===== config.mk =====
export PLATFORM = sky130hd
export DESIGN_NAME = sdram_req_master_flat
export DESIGN_NICKNAME = d
export VERILOG_FILES = /design/src/rtl/sdram_req_pkg.sv /design/src/rtl/sdram_req_if.sv /design/src/rtl/sdram_req_arb.sv /design/src/rtl/sdram_req_master.sv /design/src/flat_wrapper.sv
export SDC_FILE = /design/constraint.sdc
export NUM_CORES = 1
export LEC_CHECK = 0
export ABC_AREA = 1
export BUFFER_PORTS_ARGS = -buffer_cell sky130_fd_sc_hd__buf_2
export CAP_MARGIN = 20
export CORE_ASPECT_RATIO = 2
export CORE_MARGIN = 3
export CORE_UTILIZATION = 51
export CTS_CLUSTER_DIAMETER = 120
export DETAILED_ROUTE_END_ITERATION = 12
export PLACE_DENSITY = 0.85
export SYNTH_ARGS = -nofsm -noshare
export SYNTH_HDL_FRONTEND = slang
export SYNTH_HIERARCHICAL = 1
export SYNTH_SLANG_ARGS = --single-unit

===== constraint.sdc =====
create_clock -name clk_sys -period 5.2 [get_ports clk_sys]
set_clock_uncertainty 0.1 [all_clocks]
set_input_delay 0.52 -clock clk_sys [delete_from_list [all_inputs] [get_ports clk_sys]]
set_output_delay 0.52 -clock clk_sys [all_outputs]
set_load 0.1 [all_outputs]

===== src/rtl/sdram_req_pkg.sv =====
// Shared types and constants for the SDRAM request master (sdram_req_master).
package sdram_req_pkg;

  localparam int unsigned SDRAM_AW = 25;
  localparam int unsigned SDRAM_DW = 16;
  localparam int unsigned CLIENTS  = 2;

  typedef enum logic [1:0] {
    IDLE,
    ISSUE,
    WAIT,
    DONE
  } state_t;

  typedef struct packed {
    logic                we;
    logic [SDRAM_AW-1:0] addr;
    logic [SDRAM_DW-1:0] din;
    logic [1:0]          ds;
  } sdram_req_t;

endpackage


===== src/rtl/sdram_req_if.sv =====
// Bus bundle between the two chipset clients, the request master and the sdram word port.
interface sdram_req_if
  import sdram_req_pkg::*;
#(
  parameter int unsigned AW = SDRAM_AW,
  parameter int unsigned DW = SDRAM_DW
);

  logic          cep;

  logic          c0_req;
  logic          c0_we;
  logic [AW-1:0] c0_addr;
  logic [DW-1:0] c0_din;
  logic [1:0]    c0_ds;
  logic          c0_ack;
  logic [DW-1:0] c0_dout;

  logic          c1_req;
  logic          c1_we;
  logic [AW-1:0] c1_addr;
  logic [DW-1:0] c1_din;
  logic [1:0]    c1_ds;
  logic          c1_ack;
  logic [DW-1:0] c1_dout;

  logic [AW-1:0] sdram_addr;
  logic [DW-1:0] sdram_din;
  logic [1:0]    sdram_ds;
  logic          sdram_we;
  logic          sdram_oe;
  logic [DW-1:0] sdram_out;

  modport master (
    input  cep,
    input  c0_req, c0_we, c0_addr, c0_din, c0_ds,
    output c0_ack, c0_dout,
    input  c1_req, c1_we, c1_addr, c1_din, c1_ds,
    output c1_ack, c1_dout,
    output sdram_addr, sdram_din, sdram_ds, sdram_we, sdram_oe,
    input  sdram_out
  );

  modport slave (
    output cep,
    output c0_req, c0_we, c0_addr, c0_din, c0_ds,
    input  c0_ack, c0_dout,
    output c1_req, c1_we, c1_addr, c1_din, c1_ds,
    input  c1_ack, c1_dout,
    input  sdram_addr, sdram_din, sdram_ds, sdram_we, sdram_oe,
    output sdram_out
  );

endinterface


===== src/rtl/sdram_req_arb.sv =====
// Combinational two-client grant. SDRAM_REQ_RR_EN selects round-robin ties, else fixed c0 priority.
module sdram_req_arb
  import sdram_req_pkg::*;
(
  input  logic [CLIENTS-1:0] req_i,
`ifdef SDRAM_REQ_RR_EN
  input  logic               last_i,
`endif
  output logic               gnt_valid_o,
  output logic               gnt_idx_o
);

  always_comb begin
    gnt_valid_o = |req_i;
    gnt_idx_o   = req_i[1] & ~req_i[0];
    if (&req_i) begin
`ifdef SDRAM_REQ_RR_EN
      gnt_idx_o = ~last_i;
`else
      gnt_idx_o = 1'b0;
`endif
    end
  end

endmodule


===== src/rtl/sdram_req_master.sv =====
// Arbitrates two clients onto the cep-slotted sdram word port, one access per slot.
// SDRAM_REQ_RR_EN: round-robin tie-break (default build: fixed c0 priority).
module sdram_req_master
  import sdram_req_pkg::*;
#(
  parameter int unsigned AW     = SDRAM_AW,
  parameter int unsigned DW     = SDRAM_DW,
  parameter int unsigned RD_LAT = 4
) (
  input logic         clk_sys,
  input logic         RESET,
  sdram_req_if.master bus
);

  localparam logic [3:0] CNT_INIT = 4'(RD_LAT - 1);

  state_t             state_q;
  sdram_req_t         req_q;
  logic               we_q;
  logic               oe_q;
  logic               gnt_q;
  logic [3:0]         cnt_q;
  logic [CLIENTS-1:0] ack_q;
  logic [DW-1:0]      dout0_q;
  logic [DW-1:0]      dout1_q;

  logic [CLIENTS-1:0] req_vec;
  logic               gnt_valid;
  logic               gnt_idx;
  sdram_req_t         cand0;
  sdram_req_t         cand1;
  sdram_req_t         win;

  assign req_vec = {bus.c1_req, bus.c0_req};
  assign cand0   = '{we: bus.c0_we, addr: SDRAM_AW'(bus.c0_addr),
                     din: SDRAM_DW'(bus.c0_din), ds: bus.c0_ds};
  assign cand1   = '{we: bus.c1_we, addr: SDRAM_AW'(bus.c1_addr),
                     din: SDRAM_DW'(bus.c1_din), ds: bus.c1_ds};
  assign win     = gnt_idx ? cand1 : cand0;

`ifdef SDRAM_REQ_RR_EN
  logic last_q;

  sdram_req_arb u_arb (
    .req_i       (req_vec),
    .last_i      (last_q),
    .gnt_valid_o (gnt_valid),
    .gnt_idx_o   (gnt_idx)
  );
`else
  sdram_req_arb u_arb (
    .req_i       (req_vec),
    .gnt_valid_o (gnt_valid),
    .gnt_idx_o   (gnt_idx)
  );
`endif

  always_ff @(posedge clk_sys or posedge RESET) begin
    if (RESET) begin
      state_q <= IDLE;
      req_q   <= '0;
      we_q    <= 1'b0;
      oe_q    <= 1'b0;
      gnt_q   <= 1'b0;
      cnt_q   <= '0;
      ack_q   <= '0;
      dout0_q <= '0;
      dout1_q <= '0;
`ifdef SDRAM_REQ_RR_EN
      last_q  <= 1'b1;
`endif
    end else begin
      ack_q <= '0;
      unique case (state_q)
        IDLE: begin
          if (gnt_valid) begin
            req_q   <= win;
            we_q    <= win.we;
            oe_q    <= ~win.we;
            gnt_q   <= gnt_idx;
`ifdef SDRAM_REQ_RR_EN
            last_q  <= gnt_idx;
`endif
            state_q <= ISSUE;
          end else begin
            we_q <= 1'b0;
            oe_q <= 1'b0;
          end
        end
        ISSUE: begin
          if (bus.cep) begin
            we_q    <= 1'b0;
            oe_q    <= 1'b0;
            // Writes spend one WAIT cycle so their ack lands two cycles after the sampling cep.
            cnt_q   <= req_q.we ? 4'd0 : CNT_INIT;
            state_q <= WAIT;
          end
        end
        WAIT: begin
          if (cnt_q == 4'd0) begin
            if (!req_q.we) begin
              if (gnt_q) dout1_q <= bus.sdram_out;
              else       dout0_q <= bus.sdram_out;
            end
            ack_q[gnt_q] <= 1'b1;
            state_q      <= DONE;
          end else begin
            cnt_q <= cnt_q - 4'd1;
          end
        end
        DONE:    state_q <= IDLE;
        default: state_q <= IDLE;
      endcase
    end
  end

  assign bus.sdram_addr = req_q.addr[AW-1:0];
  assign bus.sdram_din  = req_q.din[DW-1:0];
  assign bus.sdram_ds   = req_q.ds;
  assign bus.sdram_we   = we_q;
  assign bus.sdram_oe   = oe_q;
  assign bus.c0_ack     = ack_q[0];
  assign bus.c1_ack     = ack_q[1];
  assign bus.c0_dout    = dout0_q;
  assign bus.c1_dout    = dout1_q;

endmodule


===== src/flat_wrapper.sv =====
// flat-port wrapper written by rule: the top's interface ports become plain ports
module sdram_req_master_flat import sdram_req_pkg::*;
#(
  parameter int unsigned AW     = SDRAM_AW,
  parameter int unsigned DW     = SDRAM_DW,
  parameter int unsigned RD_LAT = 4
)
  (clk_sys, RESET, bus_cep, bus_c0_req, bus_c0_we, bus_c0_addr, bus_c0_din, bus_c0_ds, bus_c0_ack, bus_c0_dout, bus_c1_req, bus_c1_we, bus_c1_addr, bus_c1_din, bus_c1_ds, bus_c1_ack, bus_c1_dout, bus_sdram_addr, bus_sdram_din, bus_sdram_ds, bus_sdram_we, bus_sdram_oe, bus_sdram_out);
  sdram_req_if #(.AW(AW), .DW(DW)) bus_i ();
  input logic clk_sys;
  input logic RESET;
  input wire logic [$bits(bus_i.cep)-1:0] bus_cep;
  input wire logic [$bits(bus_i.c0_req)-1:0] bus_c0_req;
  input wire logic [$bits(bus_i.c0_we)-1:0] bus_c0_we;
  input wire logic [$bits(bus_i.c0_addr)-1:0] bus_c0_addr;
  input wire logic [$bits(bus_i.c0_din)-1:0] bus_c0_din;
  input wire logic [$bits(bus_i.c0_ds)-1:0] bus_c0_ds;
  output wire logic [$bits(bus_i.c0_ack)-1:0] bus_c0_ack;
  output wire logic [$bits(bus_i.c0_dout)-1:0] bus_c0_dout;
  input wire logic [$bits(bus_i.c1_req)-1:0] bus_c1_req;
  input wire logic [$bits(bus_i.c1_we)-1:0] bus_c1_we;
  input wire logic [$bits(bus_i.c1_addr)-1:0] bus_c1_addr;
  input wire logic [$bits(bus_i.c1_din)-1:0] bus_c1_din;
  input wire logic [$bits(bus_i.c1_ds)-1:0] bus_c1_ds;
  output wire logic [$bits(bus_i.c1_ack)-1:0] bus_c1_ack;
  output wire logic [$bits(bus_i.c1_dout)-1:0] bus_c1_dout;
  output wire logic [$bits(bus_i.sdram_addr)-1:0] bus_sdram_addr;
  output wire logic [$bits(bus_i.sdram_din)-1:0] bus_sdram_din;
  output wire logic [$bits(bus_i.sdram_ds)-1:0] bus_sdram_ds;
  output wire logic [$bits(bus_i.sdram_we)-1:0] bus_sdram_we;
  output wire logic [$bits(bus_i.sdram_oe)-1:0] bus_sdram_oe;
  input wire logic [$bits(bus_i.sdram_out)-1:0] bus_sdram_out;
  assign bus_i.cep = bus_cep;
  assign bus_i.c0_req = bus_c0_req;
  assign bus_i.c0_we = bus_c0_we;
  assign bus_i.c0_addr = bus_c0_addr;
  assign bus_i.c0_din = bus_c0_din;
  assign bus_i.c0_ds = bus_c0_ds;
  assign bus_c0_ack = bus_i.c0_ack;
  assign bus_c0_dout = bus_i.c0_dout;
  assign bus_i.c1_req = bus_c1_req;
  assign bus_i.c1_we = bus_c1_we;
  assign bus_i.c1_addr = bus_c1_addr;
  assign bus_i.c1_din = bus_c1_din;
  assign bus_i.c1_ds = bus_c1_ds;
  assign bus_c1_ack = bus_i.c1_ack;
  assign bus_c1_dout = bus_i.c1_dout;
  assign bus_sdram_addr = bus_i.sdram_addr;
  assign bus_sdram_din = bus_i.sdram_din;
  assign bus_sdram_ds = bus_i.sdram_ds;
  assign bus_sdram_we = bus_i.sdram_we;
  assign bus_sdram_oe = bus_i.sdram_oe;
  assign bus_i.sdram_out = bus_sdram_out;
  sdram_req_master #(.AW(AW), .DW(DW), .RD_LAT(RD_LAT)) u_core (.clk_sys(clk_sys), .RESET(RESET), .bus(bus_i));
endmodule

# After elaboration in Yosys (flattened, before gate mapping)

Cells that the tools add are included.
W data, S select, Z words.

Flip-flop bits (word level): 87
Input port bits: 109

Add/sub/neg operators: 1
$lt $le $gt $ge: 2
Equal/unequal tests: 7
Muxes and demuxes: 19
Bitwise logic cells: 5
Reduce and logical (&&, ||, !) cells: 13

Operators with widths:

| kind                  | number |
|---|---|
| $mux W44              | 1 |
| $mux W2               | 6 |
| $mux W4               | 2 |
| $pmux W2 S4           | 1 |
| $pmux W4 S2           | 1 |
| $reduce_and A4 Y1     | 2 |
| $reduce_and A2 Y1     | 3 |
| $reduce_and A3 Y1     | 2 |
| $mux W1               | 5 |
| $eq A2 B2 Y1 const B  | 2 |
| $logic_not A4 Y1      | 1 |
| $ne A2 B1 Y1 const B  | 2 |
| $ne A2 B2 Y1 const B  | 2 |
| $not A1 Y1            | 4 |
| $pmux W1 S2           | 2 |
| $reduce_bool A2 Y1    | 2 |
| $sub A4 B1 Y4 const B | 1 |
| $eq A2 B1 Y1 const B  | 1 |
| $logic_not A2 Y1      | 1 |
| $lt A1 B2 Y1 const B  | 1 |
| $reduce_or A2 Y1      | 1 |
| $and A1 B1 Y1         | 1 |
| $demux W1 S1          | 1 |
| $ge A1 B1 Y1 const B  | 1 |
| $logic_and A1 B1 Y1   | 1 |

# Depth between registers and ports, before layout

Gate-level depths: netlist of the first run.

Depth after elaboration: 7
Depth in mapped cells: 8
Depth with buffers taken out: 8

# Hierarchy

The synthesis of the first run kept the hierarchy.

Modules (own cells, without submodules):

| module           | instances | cells an instance | area an instance (µm²) | seq. area each (µm²) |
|---|---|---|---|---|
| sdram_req_master | 1         | 482               | 4,222.8                | 2,177.1 |
| sdram_req_arb    | 1         | 4                 | 15.0                   | 0.0 |

# Worst setup path before layout of the first run

OpenSTA, ideal clock, no wires.

Kind: reg-to-output
Start: register u_core.dout0_q[0] (netlist: u_core/bus.c0_dout[0])
End: output port bus_c0_dout[0]
Arrival time: 0.898 ns
Required time: 4.580 ns
Setup slack: 3.682 ns
Cell stages (with the launch flop): 1
Path through: dfrtp_1

RTL lines:

| element                | line                    | RTL |
|---|---|---|
| from (decl)            | sdram_req_master.sv:24  | `logic [DW-1:0] dout0_q;` |
| from (signal assigned) | sdram_req_master.sv:103 | `else dout0_q <= bus.sdram_out;` |
| to (decl)              | flat_wrapper.sv:19      | `output wire logic [$bits(bus_i.c0_dout)-1:0] bus_c0_dout;` |

No word-level cell between the ends.

# Worst setup path after layout of the first run

Start: input port bus_c0_req
End: register u_core.we_q (netlist: u_core/bus.sdram_we)

Word-level cells in the longest chain between the ends: 6
Elaborated cells between the ends (all ways): 8
Classes of those cells: 4 x mux; 2 x bitwise; 2 x reduce/logical

Ends and longest elaborated chain:

| element                  | line                   | RTL |
|---|---|---|
| from (decl)              | flat_wrapper.sv:13     | `input wire logic [$bits(bus_i.c0_req)-1:0] bus_c0_req;` |
| $not A1 Y1               | sdram_req_arb.sv:15    | `gnt_idx_o = req_i[1] & ~req_i[0];` |
| $and A1 B1 Y1            | sdram_req_arb.sv:15    |  |
| $mux W1 *                | sdram_req_arb.sv:16    | `if (&req_i) begin` |
| named net u_core.gnt_idx | sdram_req_master.sv:29 | `logic gnt_idx;` |
| $mux W44 *               | sdram_req_master.sv:39 | `assign win = gnt_idx ? cand1 : cand0;` |
| $mux W1 *                | sdram_req_master.sv:76 | `if (gnt_valid) begin` |
| $pmux W1 S2 *            | sdram_req_master.sv:74 | `unique case (state_q)` |
| to (signal assigned)     | sdram_req_master.sv:78 | `we_q <= win.we;` |
| to (decl)                | sdram_req_master.sv:19 | `logic we_q;` |

The timed path passes the listed nets; every way through them passes the cells marked *.
A chain may end at the register's enable or synchronous reset.

==> results of run 1 <==
-- placed cells by master, fill, tap and decap left out, types with 2 or more instances in the layout --
master	count
buf_2	187
nand2_1	93
a21oi_1	89
dfrtp_1	87
nor2_1	56
inv_1	30
o21ai_2	25
clkbuf_16	9
o21ai_1	7
o21ai_0	6
ha_1	5
nand3_1	4
clkbuf_8	3
inv_2	3
nand2_2	3
nand4_1	3
bufinv_16	2
nor2_4	2
buf_4	2
-- final cells by class --
type                       count  area [sq um]  share of cell area
clock inverter                 4          76.3              0.0146
multi-input combinational    298          1470               0.281
inverter                      34           129              0.0247
sequential                    87          2180               0.417
timing repair buffer         190           978               0.188
clock buffer                  12           267              0.0511
tap                           96           120              0.0230
-- routing by layer --
layer | vias to the layer above | track usage | wire [um]
met3 | 23 | 0.0626 | 1050
met5 | - | 0 | 0
met4 | 0 | 0.108 | 248
li1 | 1789 | - | -
met2 | 182 | 0.378 | 5450
met1 | 1726 | 0.226 | 3690
-- worst register-to-register path, cell delays in order (launching register included) --
cell     delay, ps
dfrtp_1        400
inv_1           90
ha_1           330
inv_2          120
nor2_4         140
nand2_2        400
nand2_1        230
o21ai_2         70
-- per-stage QoR --
step / std cells / area (sq um) / utilization / worst slack [ps] / hold WS (ps)
global route: 721 / 5220 / 0.652 / 2580 / 60.3
CTS: 720 / 5190 / 0.648 / 2780 / 319
global placement: 704 / 4840 / 0.606 / 2520 / 361
detailed placement: 704 / 4840 / 0.606 / 2420 / 370
floorplan: 486 / 4240 / - / 2330 / 347
finish: 721 / 5220 / 0.652 / 2700 / 68.2
-- final timing paths --
path	from	depth (start not counted)	endpoint	slack (ps)
hold / removal	RESET	3	u_core/bus.sdram_addr[12]	70
setup / recovery	bus_c0_req	7	u_core/bus.sdram_we	2700
max in group asynchronous	RESET	4	u_core/state_q[1]	4340
setup reg to reg	u_core/state_q[0]	7	u_core/bus.c1_dout[10]	3180
hold reg to reg	u_core/bus.c0_dout[14]	2	u_core/bus.c0_dout[14]	380
min in group clk_sys	bus_c1_addr[7]	3	u_core/bus.sdram_addr[7]	330
-- logic make-up (layout without fill, tap and decap cells) --
group / after synthesis / in the layout
AO/OA/AOI/OAI: 130 / 130
buffers and inverters: 101 / 240
flip-flops: 87 / 87
AND/OR/NAND/NOR: 163 / 163
adder cells (fa/ha/maj): 5 / 5
-- state kept, by name (all words and copies together), names as in the netlist, 2 cells and up --
register and count:
u_core/ack_q 2, u_core/bus.sdram_addr 25, u_core/state_q 2, u_core/cnt_q 4
u_core/bus.c0_dout 16, u_core/bus.sdram_ds 2, u_core/bus.sdram_din 16, u_core/bus.c1_dout 16
==> flow_metrics.env, run 1 <==
export IMPL_status="finished, final reports clean"
export IMPL_fill_cells=649
export IMPL_synth_top_family_by_area="compound AO/OA/AOI/OAI gates"
export IMPL_die_w_um=70.5
export IMPL_clockBufferDepth=2
export IMPL_syn_nets=600
export IMPL_synth_distinct_cells=24
export IMPL_muxShareOfSynthArea=0
export IMPL_yosys_top_cells_area="dfrtp_1, a21oi_1, buf_4"
export IMPL_min_path_type="in -> async"
export IMPL_rows=46
export IMPL_cp_cell_sequence="buf_2, nor2_4, inv_2, nand2_1, nand2_1, nand3_1, o21ai_0"
export IMPL_hold_violations=0
export IMPL_drc=0
export IMPL_cts_htree_levels=3
export IMPL_post_drt_wl_per_cell_um=14.5
export IMPL_num_antenna_cells=0
export IMPL_synth_common_cells="nand2_1, a21oi_1, dfrtp_1"
export IMPL_root_buffer="clkbuf_16"
export IMPL_place_congestion=0.891
export IMPL_fin_setup_tns_ps=0
export IMPL_cts_sinks=87
export IMPL_path_delay_family="simple AND/OR/NAND/NOR gates"
export IMPL_synthArstFlopShare=1.00
export IMPL_grt_pass1_vias=3626
export IMPL_ys_seq_elements=87
export IMPL_path_clk_slew_ps=60
export IMPL_cp_data_arrival_time_ps=2610
export IMPL_grt_pass1_wl_um=16200
export IMPL_ant_nets=0
export IMPL_synth_xor_area_frac=0
export IMPL_portBuffers=187
export IMPL_synth_cells=486
export IMPL_synthAdderAreaFrac=0.0148
export IMPL_die_area_sq_mm=0.00951
export IMPL_grt_max_degree=88
export IMPL_pin_count=188
export IMPL_drive_gt1_frac=0.387
export IMPL_totalWireLength_um=10400
export IMPL_critPathSlowestCell="nor2_4"
export IMPL_critPathCaptureType="register"
export IMPL_coreArea_sq_mm=0.00800
export IMPL_finalCritPeriodShare=0.481
export IMPL_area_growth_pct=23.1
export IMPL_path_max_fanout=45
export IMPL_dp_hpwl_um=7350
export IMPL_path_buf_inv=2
export IMPL_syn_cell_area_sq_mm=0.00424
export IMPL_yosys_area_share_simple=0.153
export IMPL_cts_tree="yes"
export IMPL_cp_data_required_time_ps=5310
export IMPL_synth_edf_count=0
export IMPL_yosysWarnings=6
export IMPL_cap_violations=0
export IMPL_cts_hold_fix_buffers=0
export IMPL_synth_seq_area_share=0.514
export IMPL_post_cts_repair_setup_buffers=0
export IMPL_worstSetupPathType="in -> reg"
export IMPL_slowest_delay_ps=830
export IMPL_rsz0062_at_grt="false"
export IMPL_grt_usage=0.214
export IMPL_post_cts_resized=0
export IMPL_nets=734
export IMPL_cts_inserted_buffers=9
export IMPL_synth_compound_area_frac=0.177
export IMPL_finalSetupViolCount=0
export IMPL_relSlewSlack=0.274
export IMPL_initial_utilization=0.530
export IMPL_crit_path_start_kind="input port"
export IMPL_grt_overflow=0
export IMPL_dr_pass1_iters=4
export IMPL_cpMostUsedCell="nand2_1"
export IMPL_via_count=3720
export IMPL_synth_most_common_cell="nand2_1"
export IMPL_clk_latency_ps=330
export IMPL_antenna_found_initial=0
export IMPL_synth_largest_area_cell="dfrtp_1"
export IMPL_synth_flop_cell="dfrtp_1"
export IMPL_slew_violations=0
export IMPL_synth_top_area_frac=0.514
export IMPL_fin_crit_ps=2500
export IMPL_worst_pin_slew_ps=1090
export IMPL_dr_first_iter_drc_count=242
export IMPL_avgSynthCellArea_sq_um=8.72
export IMPL_max_freq_ghz=0.400
export IMPL_vias_per_cell=5.16
export IMPL_die_h_um=135
Power of run 1 is not shown: default switching activity piles up to over one toggle a cycle in this logic, so the estimate is an artifact.
==> run 2, diff against run 1 <==
ABC_AREA = 0   (was 1)
CORE_UTILIZATION = 43   (was 51)
PLACE_DENSITY = 0.77   (was 0.85)
clock period = 2.1 ns   (was 5.2 ns; I/O delays follow)
==> flow_metrics.env, run 2 <==
export IMPL_area_growth_pct=26.6
export IMPL_synth_cells=365
export IMPL_hold_violations=0
export IMPL_max_freq_ghz=0.505
export IMPL_slowest_delay_ps=410
export IMPL_portBuffers=187
export IMPL_grt_usage=0.187
export IMPL_largest_reg_flops=25
export IMPL_ant_nets=0
export IMPL_drive_gt1_frac=0.485
export IMPL_finalCritPeriodShare=0.944
export IMPL_drc=0
export IMPL_finalSetupViolCount=0
export IMPL_path_clk_slew_ps=60
export IMPL_synth_most_common_cell="dfrtp_1"
export IMPL_worstSetupPathType="reg -> reg"
export IMPL_ff2ff_path_depth=6
export IMPL_cp_cell_sequence="inv_1, ha_1, nand4bb_4, or3_1, buf_4, mux2_4"
export IMPL_worst_pin_slew_ps=679
export IMPL_synth_seq_area_share=0.519
export IMPL_path_delay_family="simple AND/OR/NAND/NOR gates"
export IMPL_initial_utilization=0.444
export IMPL_synth_largest_area_cell="dfrtp_1"
export IMPL_grt_max_degree=47
export IMPL_post_cts_resized=0
export IMPL_status="finished, final reports clean"
export IMPL_dp_hpwl_um=7900
export IMPL_whs_path_depth=2
export IMPL_synth_top_family_by_area="multiplexers"
export IMPL_path_max_fanout=16
export IMPL_antenna_found_initial=0
export IMPL_synth_top_area_frac=0.519
export IMPL_fill_cells=828
export IMPL_grt_pass1_vias=3215
export IMPL_grt_pass1_wl_um=15600
export IMPL_yosys_area_share_simple=0.0737
export IMPL_critPathSlowestCell="dfrtp_1"
export IMPL_synth_distinct_cells=32
export IMPL_worst_path_stages=6
export IMPL_rsz0062_at_grt="false"
export IMPL_path_buf_inv=2
export IMPL_layout_commonest_cell="buf_2"
export IMPL_place_congestion=0.826
export IMPL_die_w_um=75.8
export IMPL_totalWireLength_um=10100
export IMPL_slew_violations=0
export IMPL_final_cell_mix="buf_2, dfrtp_1, o21ai_0"
export IMPL_vias_per_cell=4.79
export IMPL_critPathCaptureType="register"
export IMPL_ys_seq_elements=87
export IMPL_min_path_type="in -> reg"
export IMPL_synth_edf_count=0
export IMPL_synth_compound_area_frac=0.0803
export IMPL_clockBufferDepth=2
export IMPL_synth_xor_area_frac=0
export IMPL_muxShareOfSynthArea=0.203
export IMPL_die_h_um=146
export IMPL_fin_setup_tns_ps=0
export IMPL_avgSynthCellArea_sq_um=11.5
export IMPL_cts_sinks=87
export IMPL_synth_flop_cell="dfrtp_1"
export IMPL_dr_pass1_iters=4
export IMPL_rows=50
export IMPL_cp_data_required_time_ps=2220
export IMPL_die_area_sq_mm=0.0110
export IMPL_crit_path_start_kind="register"
export IMPL_pin_count=188
export IMPL_cts_tree="yes"
export IMPL_nets=626
export IMPL_coreArea_sq_mm=0.00945
export IMPL_via_count=3098
export IMPL_yosys_top_cells_area="dfrtp_1, mux2i_1, buf_4"
export IMPL_cp_data_arrival_time_ps=2100
export IMPL_syn_cell_area_sq_mm=0.00419
export IMPL_post_drt_wl_per_cell_um=15.5
export IMPL_cts_htree_levels=3
export IMPL_synthArstFlopShare=1.00
export IMPL_syn_nets=479
export IMPL_num_antenna_cells=0
export IMPL_yosysWarnings=6
export IMPL_dr_first_iter_drc_count=96
export IMPL_cap_violations=0
export IMPL_cts_inserted_buffers=9
export IMPL_fin_crit_ps=1980
export IMPL_synth_common_cells="dfrtp_1, o21ai_0, nand2_1"
export IMPL_clk_latency_ps=330
export IMPL_root_buffer="clkbuf_16"
export IMPL_grt_overflow=0
export IMPL_relSlewSlack=0.546
export IMPL_synthAdderAreaFrac=0.0149
==> run 2: cell types whose count changed in the layout (fill, tap and decap cells not counted), sizes merged, moves of 25 or more <==
cell | previous run | this run
mux2 | 0 | 33
nand2 | 96 | 47
mux2i | 0 | 44
nor2 | 58 | 5
inv | 33 | 8
a21oi | 89 | 2
==> run 2: cell type report <==
cell class                      instances  area (sq um)  area share
Clock inverter                          6          67.6      0.0127
Tap cell                              130           163      0.0306
Multi-Input combinational cell        210          1570       0.295
Inverter                                7          30.0     0.00566
Timing Repair Buffer                  197          1060       0.200
Sequential cell                        87          2180       0.410
Clock buffer                           10           239      0.0450
==> run 2: final timing paths <==
kind / end / startpoint / slack (ps)
min: u_core/bus.c1_dout[2] / bus_sdram_out[2] / 20
max: u_core/bus.c1_dout[4] / u_core/cnt_q[0] / 120
min reg2reg: u_core/bus.sdram_addr[22] / u_core/bus.sdram_addr[22] / 370
min in group asynchronous: u_core/bus.sdram_oe / RESET / 430
max in group asynchronous: u_core/bus.c1_dout[14] / RESET / 910
max reg2reg: u_core/bus.c1_dout[4] / u_core/cnt_q[0] / 120
==> run 2: per-stage QoR <==
stage / instances / utilization / worst slack, ps / cell area, sq um / hold WS [ps]
floorplan: 365 / - / 112 / 4200 / 259
global placement: 630 / 0.528 / 184 / 4990 / 234
detailed placement: 630 / 0.528 / 117 / 4990 / 248
CTS: 647 / 0.562 / 112 / 5310 / 6.63
global route: 647 / 0.562 / 54.4 / 5310 / 4.63
finish: 647 / 0.562 / 118 / 5310 / 20.5
==> run 2: logic make-up after synthesis <==
family	Yosys count
adder cells (fa/ha/maj)	5
AO/OA/AOI/OAI	62
buffers and inverters	68
AND/OR/NAND/NOR	66
flip-flops	87
multiplexers	77
==> run 2: routing by layer <==
metal	up-vias	wire length, um	global-route usage
met3	19	600	0.0450
li1	1495	-	-
met4	0	259	0.0841
met5	-	0	0
met2	106	5680	0.340
met1	1478	3510	0.189
==> run 2: repair_timing <==
item	in CTS	in global routing
setup buffers	0	0
hold buffers	1	0
endpoints found under the hold margin	26	0
Power of run 2 is left out for the same reason.
==> run 3, diff against run 2 <==
BUFFER_PORTS_ARGS = default   (was -buffer_cell sky130_fd_sc_hd__buf_2)
CORE_UTILIZATION = 57   (was 43)
DONT_BUFFER_PORTS = 1   (was default)
PLACE_DENSITY = 0.75   (was 0.77)
SLEW_MARGIN = 15   (was default)
==> flow_metrics.env, run 3 (synthesis gave the netlist of run 2 again) <==
export IMPL_status="finished with violations"
export IMPL_failed_checks="hold timing"
export IMPL_root_buffer="clkbuf_16"
export IMPL_vias_per_cell=5.58
export IMPL_post_drt_wl_per_cell_um=20.2
export IMPL_totalWireLength_um=11300
export IMPL_grt_pass1_vias=3319
export IMPL_antenna_found_initial=0
export IMPL_grt_usage=0.267
export IMPL_finalSetupViolCount=0
export IMPL_die_area_sq_mm=0.00848
export IMPL_cap_violations=0
export IMPL_die_w_um=66.6
export IMPL_rows=43
export IMPL_cts_inserted_buffers=9
export IMPL_grt_overflow=0
export IMPL_slew_violations=0
export IMPL_crit_path_start_kind="register"
export IMPL_via_count=3126
export IMPL_area_growth_pct=31.7
export IMPL_min_path_type="in -> reg"
export IMPL_cts_sinks=87
export IMPL_hold_violations=1
export IMPL_grt_busiest_layer="met2"
export IMPL_max_freq_ghz=0.501
export IMPL_layout_commonest_cell="dfrtp_1"
export IMPL_place_congestion=0.791
export IMPL_largest_reg_flops=25
export IMPL_path_clk_slew_ps=60
export IMPL_use_met2=0.480
export IMPL_nets=580
export IMPL_holdWs_ps=-9.38
export IMPL_rsz0062_at_grt="false"
export IMPL_cp_data_required_time_ps=2210
export IMPL_path_max_fanout=16
export IMPL_portBuffers=0
export IMPL_critPathCaptureType="register"
export IMPL_fin_setup_tns_ps=0
export IMPL_post_cts_resized=0
export IMPL_cts_htree_levels=3
export IMPL_drc=0
export IMPL_clockBufferDepth=2
export IMPL_finalCritPeriodShare=0.950
export IMPL_ant_nets=0
export IMPL_final_cell_mix="dfrtp_1, buf_4, dlygate4sd3_1"
export IMPL_die_h_um=127
export IMPL_pin_count=188
export IMPL_clk_latency_ps=330
export IMPL_cts_tree="yes"
export IMPL_cp_data_arrival_time_ps=2110
export IMPL_coreArea_sq_mm=0.00705
export IMPL_dp_hpwl_um=7170
export IMPL_dr_pass1_iters=4
export IMPL_grt_use_met3=0.0651
export IMPL_dr_first_iter_drc_count=201
export IMPL_grtUsageMet1=0.281
export IMPL_fin_crit_ps=2000
export IMPL_drive_gt1_frac=0.306
export IMPL_grt_pass1_wl_um=16800
export IMPL_initial_utilization=0.595
export IMPL_worst_pin_slew_ps=674
export IMPL_worstSetupPathType="reg -> reg"
export IMPL_num_antenna_cells=0
export IMPL_grt_max_degree=62
export IMPL_relSlewSlack=0.550
## run 3: cell type report
class                      count  area [sq um]
inverter                       7          30.0
fill                         413          1530
clock buffer                  11           253
multi-input combinational    210          1570
clock inverter                 4          45.0
tap                           90           113
sequential                    87          2180
timing repair buffer         151          1340
## run 3: worst paths after layout
path / slack [ps] / startpoint / endpoint / cells past startpoint
min: -9 / bus_c1_din[3] / u_core/bus.sdram_din[3] / 2
max: 100 / u_core/cnt_q[0] / u_core/bus.c1_dout[5] / 6
min reg2reg: 380 / u_core/gnt_q / u_core/ack_q[0] / 1
max reg2reg: 100 / u_core/cnt_q[0] / u_core/bus.c1_dout[5] / 6
max in group asynchronous: 970 / RESET / u_core/bus.sdram_ds[0] / 3
min in group asynchronous: 360 / RESET / u_core/bus.sdram_addr[11] / 2
## run 3: per-layer routing
| layer | vias up | part of all wire |
|---|---|---|
| li1 | 1400 | - |
| met1 | 1543 | 0.34 |
| met2 | 152 | 0.55 |
| met3 | 31 | 0.074 |
| met4 | 0 | 0.034 |
| met5 | - | 0 |
## run 3: worst max-delay path, cell delays in order, from the launching register on
cell and delay, ps:
dfrtp_1 400, inv_1 90, ha_1 230, nand4bb_4 150
or3_1 330, buf_4 240, mux2_4 330
## run 3: per-stage QoR
stage	setup WS, ps	cell area [sq um]	std cells	util
CTS	126	5520	560	0.783
floorplan	112	4200	365	-
global route	59.3	5520	560	0.783
finish	104	5520	560	0.783
detailed placement	132	4610	484	0.655
global placement	198	4610	484	0.655
## run 3: what timing repair did
item	4_1_cts	5_1_grt
endpoints found under the hold margin	80	0
setup buffers	0	0
hold buffers	61	0
Power of run 3 is left out for the same reason.
